`config.mk`:
```
export PLATFORM = sky130hd
export DESIGN_NAME = mult_share_arbiter
export DESIGN_NICKNAME = d
export VERILOG_FILES = /design/src/rtl/mult_share_arbiter.sv
export SDC_FILE = /design/constraint.sdc
export NUM_CORES = 1
export LEC_CHECK = 0
export ABC_AREA = 1
export CAP_MARGIN = 20
export CORE_UTILIZATION = 37
export CTS_BUF_LIST = sky130_fd_sc_hd__clkbuf_4
export CTS_CLUSTER_DIAMETER = 40
export DETAILED_ROUTE_END_ITERATION = 6
export PLACE_DENSITY_LB_ADDON = 0.2
export SLEW_MARGIN = 20
export SYNTH_ARGS = -nofsm -noshare
export SYNTH_HDL_FRONTEND = slang
export SYNTH_SLANG_ARGS = --single-unit
export TNS_END_PERCENT = 20
```
`constraint.sdc`:
```
create_clock -name clk -period 4 [get_ports clk]
set_clock_uncertainty 0.15 [all_clocks]
set_input_delay 0.6 -clock clk [delete_from_list [all_inputs] [get_ports clk]]
set_output_delay 0.6 -clock clk [all_outputs]
set_load 0.02 [all_outputs]
```
`src/rtl/mult_share_arbiter.sv`:
```
// mult_share_arbiter
// Shares one combinational fixed-point multiplier between NUM_REQ requesters.
// A winner is picked round-robin (or lowest index when MULT_ARB_FIXED_PRIO_EN
// is defined). Its operands are registered onto mul_a/mul_b. The multiplier
// output is captured one cycle later and returned with a one-hot done pulse.
//
// Handshake: a requester raises req with stable operands and keeps both until
// it sees its done bit. It must drop req in the cycle after done, or the level
// is taken as a fresh request. Operands are sampled only on the IDLE->CALC
// edge. Dropping req after the grant does not cancel the operation.
module mult_share_arbiter #(
  parameter int NUM_REQ = 4,
  parameter int IDX_W   = 2,
  parameter int WIDTH   = 16
) (
  input  logic                     clk,
  input  logic                     reset,
  input  logic [NUM_REQ-1:0]       req,
  input  logic [NUM_REQ*WIDTH-1:0] op_a_bus,
  input  logic [NUM_REQ*WIDTH-1:0] op_b_bus,
  output logic [NUM_REQ-1:0]       grant,
  output logic [NUM_REQ-1:0]       done,
  output logic [WIDTH-1:0]         result,
  output logic [WIDTH-1:0]         mul_a,
  output logic [WIDTH-1:0]         mul_b,
  input  logic [WIDTH-1:0]         mul_out,
  output logic                     busy
);

  typedef enum logic [1:0] {
    ST_IDLE = 2'd0,
    ST_CALC = 2'd1,
    ST_DONE = 2'd2
  } state_t;

  localparam logic [NUM_REQ-1:0] ONE_HOT0 = {{(NUM_REQ-1){1'b0}}, 1'b1};

  state_t               state_q, state_d;
  logic [IDX_W-1:0]     last_q, last_d;
  logic [IDX_W-1:0]     win_q, win_d;
  logic [NUM_REQ-1:0]   grant_q, grant_d;
  logic [NUM_REQ-1:0]   done_q, done_d;
  logic [WIDTH-1:0]     result_q, result_d;
  logic [WIDTH-1:0]     mul_a_q, mul_a_d;
  logic [WIDTH-1:0]     mul_b_q, mul_b_d;

  logic [IDX_W-1:0]     pick_idx;
  logic                 pick_valid;
  int                   rank;
  int                   best_rank;

  // Winner selection from the current request vector.
  always_comb begin
    pick_idx   = '0;
    pick_valid = 1'b0;
    rank       = 0;
    best_rank  = 2 * NUM_REQ;
`ifdef MULT_ARB_FIXED_PRIO_EN
    for (int i = 0; i < NUM_REQ; i++) begin
      if (req[IDX_W'(i)] && !pick_valid) begin
        pick_idx   = IDX_W'(i);
        pick_valid = 1'b1;
      end
    end
`else
    // Rank = distance above last, so last+1 ranks 1 and last itself ranks NUM_REQ.
    for (int i = 0; i < NUM_REQ; i++) begin
      if (req[IDX_W'(i)]) begin
        rank = (i > int'(last_q)) ? (i - int'(last_q)) : (i - int'(last_q) + NUM_REQ);
        if (rank < best_rank) begin
          best_rank  = rank;
          pick_idx   = IDX_W'(i);
          pick_valid = 1'b1;
        end
      end
    end
`endif
  end

  // State register.
  always_ff @(posedge clk or posedge reset) begin
    if (reset) begin
      state_q <= ST_IDLE;
    end else begin
      state_q <= state_d;
    end
  end

  // Next-state logic: IDLE -> CALC on any request, then CALC -> DONE -> IDLE.
  always_comb begin
    state_d = state_q;
    case (state_q)
      ST_IDLE: if (pick_valid) state_d = ST_CALC;
      ST_CALC: state_d = ST_DONE;
      ST_DONE: state_d = ST_IDLE;
      default: state_d = ST_IDLE;
    endcase
  end

  // Output/datapath next values for each state.
  always_comb begin
    last_d   = last_q;
    win_d    = win_q;
    grant_d  = grant_q;
    done_d   = done_q;
    result_d = result_q;
    mul_a_d  = mul_a_q;
    mul_b_d  = mul_b_q;
    case (state_q)
      ST_IDLE: begin
        if (pick_valid) begin
          win_d   = pick_idx;
          grant_d = ONE_HOT0 << pick_idx;
          for (int i = 0; i < NUM_REQ; i++) begin
            if (pick_idx == IDX_W'(i)) begin
              mul_a_d = op_a_bus[i*WIDTH +: WIDTH];
              mul_b_d = op_b_bus[i*WIDTH +: WIDTH];
            end
          end
        end
      end
      ST_CALC: begin
        // The multiplier has had a full cycle to settle on mul_a_q/mul_b_q.
        result_d = mul_out;
        done_d   = ONE_HOT0 << win_q;
      end
      ST_DONE: begin
        done_d  = '0;
        grant_d = '0;
        last_d  = win_q;
      end
      default: begin
        done_d  = '0;
        grant_d = '0;
      end
    endcase
  end

  // Datapath registers.
  always_ff @(posedge clk or posedge reset) begin
    if (reset) begin
      last_q   <= IDX_W'(NUM_REQ - 1);
      win_q    <= '0;
      grant_q  <= '0;
      done_q   <= '0;
      result_q <= '0;
      mul_a_q  <= '0;
      mul_b_q  <= '0;
    end else begin
      last_q   <= last_d;
      win_q    <= win_d;
      grant_q  <= grant_d;
      done_q   <= done_d;
      result_q <= result_d;
      mul_a_q  <= mul_a_d;
      mul_b_q  <= mul_b_d;
    end
  end

  assign grant  = grant_q;
  assign done   = done_q;
  assign result = result_q;
  assign mul_a  = mul_a_q;
  assign mul_b  = mul_b_q;
  assign busy   = (state_q != ST_IDLE);

endmodule

```
=== After elaboration in Yosys (flattened, before gate mapping) ===
Cells that the tools add are included.

* Bits in registers: 62
* Input bits: 150

* $add $sub $neg: 4
* Order comparisons: 3
* Eq/ne operators: 6
* Shift-type cells: 2
* Mux-type cells: 22
* Bitwise operators: 1
* Reductions and logical operators: 7

{| class="wikitable"
|+ Operators with widths
! kind !! count
|-
| $mux 16 || 8
|-
| $mux 32 || 3
|-
| $lt 32x32->1 || 1
|-
| $pmux 4 s2 || 2
|-
| $add 3x4->5 const B || 2
|-
| $shl 1x2->4 const A || 2
|-
| $eq 2x2->1 const B || 3
|-
| $mux 1 || 6
|-
| $sub 1x2->3 const A || 2
|-
| $lt 5x5->1 const B || 1
|-
| $eq 2x1->1 const B || 2
|-
| $logic_not 2->1 || 2
|-
| $mux 4 || 1
|-
| $pmux 2 s2 || 1
|-
| $reduce_and 2->1 || 2
|-
| $reduce_bool 4->1 || 1
|-
| $reduce_and 3->1 || 1
|-
| $gt 1x2->1 const A || 1
|-
| $mux 2 || 1
|-
| $ne 2x2->1 const B || 1
|-
| $reduce_bool 2->1 || 1
|-
| $not 1->1 || 1
|}

=== Longest topological paths before layout ===
* Depth after elaboration: 13
* Mapped depth: 9

=== Worst setup path before layout ===
OpenSTA, ideal clock, no wires.

* Path kind: input port to flip-flop
* Start point: input port req[0]
* End point: register mul_a_q[0], in the netlist mul_a[0]
* Library setup time: 116 ps
* Arrival: 1571 ps
* Data required time: 3734 ps
* Path slack: 2163 ps
* Cell stages on the path: 8
* Buffers on the path: 1
* Cells stage by stage: ha_1 -> nand3_2 -> nand3_4 -> nand2_1 -> nand2_2 -> buf_2 -> nand2_1 -> nand2_1

* Longest elaborated chain between the ends: 8
* Elaborated cells between the ends (all ways): 16
* Classes of those cells: order compare: 1; eq/ne: 3; mux: 9; reduce/logical: 3

{| class="wikitable"
|+ RTL lines
! element !! RTL line !! text
|-
| start: declaration || 18 || <nowiki>input logic [NUM_REQ-1:0] req,</nowiki>
|-
| $mux 32 || 68 || <nowiki>if (req[IDX_W'(i)]) begin</nowiki>
|-
| $lt 32x32->1 || 70 || <nowiki>if (rank < best_rank) begin</nowiki>
|-
| $mux 1 || 70 ||
|-
| $mux 1 || 68 ||
|-
| $eq 2x1->1 || 115 || <nowiki>if (pick_idx == IDX_W'(i)) begin</nowiki>
|-
| $mux 16 (3 in a row) || 115 ||
|-
| end signal: assignment || 155 || <nowiki>mul_a_q <= mul_a_d;</nowiki>
|-
| end: declaration || 44 || <nowiki>logic [WIDTH-1:0] mul_a_q, mul_a_d;</nowiki>
|}

Several ways; a longest one is shown, not always the timed one.
A chain may end at the register's enable or synchronous reset.

=== Worst setup path after layout ===
Same ends and word-level chain as after synthesis.

==> results summary <==
For the pin with the worst max-slew slack, the measured transition is approximately 0.90 ns. The min-delay analysis places its worst path in the category reg -> reg. The post-CTS resize count is 0. The number of hold buffers added after CTS came out at 0. Sorting the synthesized cells by area gives the leading types as dfrtp_1 51%, nand2_1 30%, nand3_1 6.3%. The weighted congestion at the end of routability-driven global placement is 0.715. dfrtp_1 takes more of the synthesized area than any other cell. For the worst-skew pair, the clock arrives at the later sink with an insertion delay of ~0.37 ns. The total standard cell area after synthesis is approximately 2700 sq um. The number of global-route vias before repair came out at 2431. The number of hold violations in the final report is 0. The y dimension of the die came out at a little under 90 um.

Net switching is approximately 43% of the power. The leakage power total is between 2 and 2.5 nW. The number of optimization iterations in the first detailed-route pass is 4. The count of nets left with antenna violations after detail routing is 0. The number of antenna violations at the first check in global routing came to 0. The number of flip-flops and latches in the synthesized netlist is 57. The switching power total is roughly 0.0013 W.

Combinational cells account for between 50% and 60% of the total power. TritonCTS built the clock tree. The netlist uses 21 different library cells. The buffers inserted during post-CTS setup optimization came out at 0.

The clock network fraction of total power came out at 11.9%. The combined global-route utilization of all metal layers came out at approximately a fifth. Compared with the post-synthesis result, the final layout area differs by 55.4%.

Setup repair after global routing left no endpoint under its margin. Max-cap violations in this run came to 0. The part of the cycle the worst path needs came out at around 70%.

The HPWL reported at the end of detailed placement came out at slightly above 5 mm. After technology mapping, the gate count stands at ~360. The critical path in this run is classified as in -> reg.

The number of sinks on the clock net came out at 57. The post-synthesis sequential area ratio is 52.7%. CTS placed an instance of clkbuf_4 at the clock tree root.

The detailed router placed 2644 vias in this run. The core outline area came out at roughly 7000 sq um. In this run the power density over the cells is a little over 700 nW/um^2. The internal cell power is 0.00171 W. The number of top-level design ports is approximately 210. The placed standard-cell area came out at ~4000 sq um. After clock tree synthesis, the clock-pin slew on the worst setup and hold paths is ~0.080 ns.

For this run, the top clock speed supported by timing is 0.356 GHz. For this configuration, the core starts out at a cell density of slightly below 40%. The minimum clock period came out at around 2.8 ns. The warning count from the yosys run came out at 0. The run finished with clean final reports. The initialized floorplan defines 30 standard-cell rows.

On the final layout, the worst hold slack is ~0.31 ns. The required time at the worst-slack endpoint is roughly 4.2 ns. The detailed router's first-iteration violation count is between 100 and 150. The maximum fanout along the worst path is 36. The number of placed instances, taps included is around 570. The pin count of the biggest net entering global routing is 37.

The final layout contains between 600 and 700 nets. The sort of element at the end of the critical path is a flip-flop. The number of pins with negative max-slew slack in the final report is 0. Of the total power, registers draw about a third. The layout cell share with drive strength beyond 1 came out at 6.09%. The clock passes through at most 2 buffers. Measured on the finished design, the core utilization comes to a little over 60%. The synthesized area divided by synthesized cell count is roughly 7.6 sq um. The number of fillers in the final layout came out at about 630. The final sum of negative setup slack is 0 ns. The portion of synthesized cell area occupied by the leading cell type came out at approximately half. The peak supply drop is around 0.50 mV. The total congestion overflow came out at 0.

The count of antenna diodes in the layout came out at 0. Setup violations remaining at the end of the flow were counted as 0. After routing the design area is about 4200 sq um. The width of the die is slightly below 90 um. The detailed-route DRC error count came out at 0. The global-route wire length before repair came out at around 12 mm. During placement, the flow inserted port buffers numbering approximately 140. The number of standard cells in the final layout excluding fillers came out at 589. The data arrival time of the critical path came out at roughly 3 ns. The per-cell via count in the routed design is ~4.5.

The worst setup path is launched from an input port. The number of CTS-inserted buffers came out at 9. The depth of the CTS H-tree is 3. The final routed wirelength across all metal layers is ~7.4 mm.

The mean routed wirelength per cell came out at about 13 um. The die covers 7670 sq um. Headroom to the max-slew limit came out at between 30% and 40%.
kinds of logic after synthesis:
| family | after synthesis | share of synthesized area, % |
|---|---|---|
| simple gates | 261 | 39.1 |
| flops | 57 | 52.7 |
| buf+inv | 30 | 5.96 |
| compound gates | 6 | 1.57 |
| fa+ha+maj | 1 | 0.462 |
| other cells | 1 | 0.138 |
flip-flops by register name, summed over array words and instances, names as in the netlist:
register  count
mul_a        16
mul_b        16
result       16
done          2
grant         2
last_q        2
state_q       2
win_q         1
metrics by stage:
| stage | worst slack [ns] | power (W) |
|---|---|---|
| after detailed placement | 0.741 | 0.00266 |
| after global routing | 1.01 | 0.00323 |
| after CTS | 1.14 | 0.00303 |
| after global placement | 0.781 | 0.00263 |
| final | 1.19 | 0.00299 |
| after floorplan | 1.85 | 0.00191 |
cells in the final DEF (no fill, tap or decap), drive strengths merged:
cell / instances
nand2: 221
clkdlybuf4s50: 136
dfrtp: 55
nand3: 36
clkbuf: 14
inv: 8
conb: 5
buf: 3
nor2: 3
a21oi: 3
o21ai: 2
clkinv: 2
dfstp: 2
and2: 1
a31oi: 1
ha: 1
power groups by stage:
| stage | clock, W | combinational, W | sequential, W |
|---|---|---|---|
| 2_1_floorplan | 0 | 0.000600 | 0.00131 |
| 3_3_place_gp | 0 | 0.00162 | 0.00100 |
| 3_5_place_dp | 0 | 0.00165 | 0.00101 |
| 4_1_cts | 0.000369 | 0.00165 | 0.00101 |
| 5_1_grt | 0.000403 | 0.00179 | 0.00104 |
| 6_report | 0.000357 | 0.00163 | 0.00100 |
final timing paths:
path                             end  slack (ns)      start  cells past startpoint
hold reg to reg            last_q[1]        0.31  last_q[1]                      2
setup / recovery            mul_a[0]        1.19     req[0]                      7
hold / removal             last_q[1]        0.31  last_q[1]                      2
setup reg to reg            mul_a[0]        1.64  last_q[1]                      6
min in group asynchronous  mul_a[11]        0.41      reset                      2
max in group asynchronous  last_q[1]        2.42      reset                      3
synthesized netlist by cell type, drive strengths merged:
| library cell | instances |
|---|---|
| dfstp | 2 |
| o21ai | 2 |
| inv | 8 |
| ha | 1 |
| and2 | 1 |
| clkbuf | 3 |
| a31oi | 1 |
| nor2 | 3 |
| conb | 1 |
| buf | 19 |
| nand2 | 221 |
| dfrtp | 55 |
| a21oi | 3 |
| nand3 | 36 |
layer usage:
metal  global-route usage (%)  wire, um  vias up
met5                        0         0        -
li1                         -         -     1351
met4                     7.60        77        0
met3                     5.84       566        8
met1                     25.0      3360     1191
met2                     33.8      3440       94
worst max-delay path, stage by stage:
cell and delay, ns:
clkdlybuf4s50_1 0.45, ha_1 0.32, nand3_2 0.11, nand3_4 0.36, a21oi_4 0.87, nand2_1 0.13
nand2_1 0.12
final cells by class:
type | instances | area (sq um) | area share, %
sequential | 57 | 1430 | 33.9
timing repair buffer | 139 | 1380 | 32.9
multi-input combinational | 273 | 1130 | 26.9
tap | 96 | 120 | 2.85
clock buffer | 14 | 105 | 2.50
inverter | 8 | 30.0 | 0.713
clock inverter | 2 | 7.51 | 0.178
(Power assumes the default switching activity.)
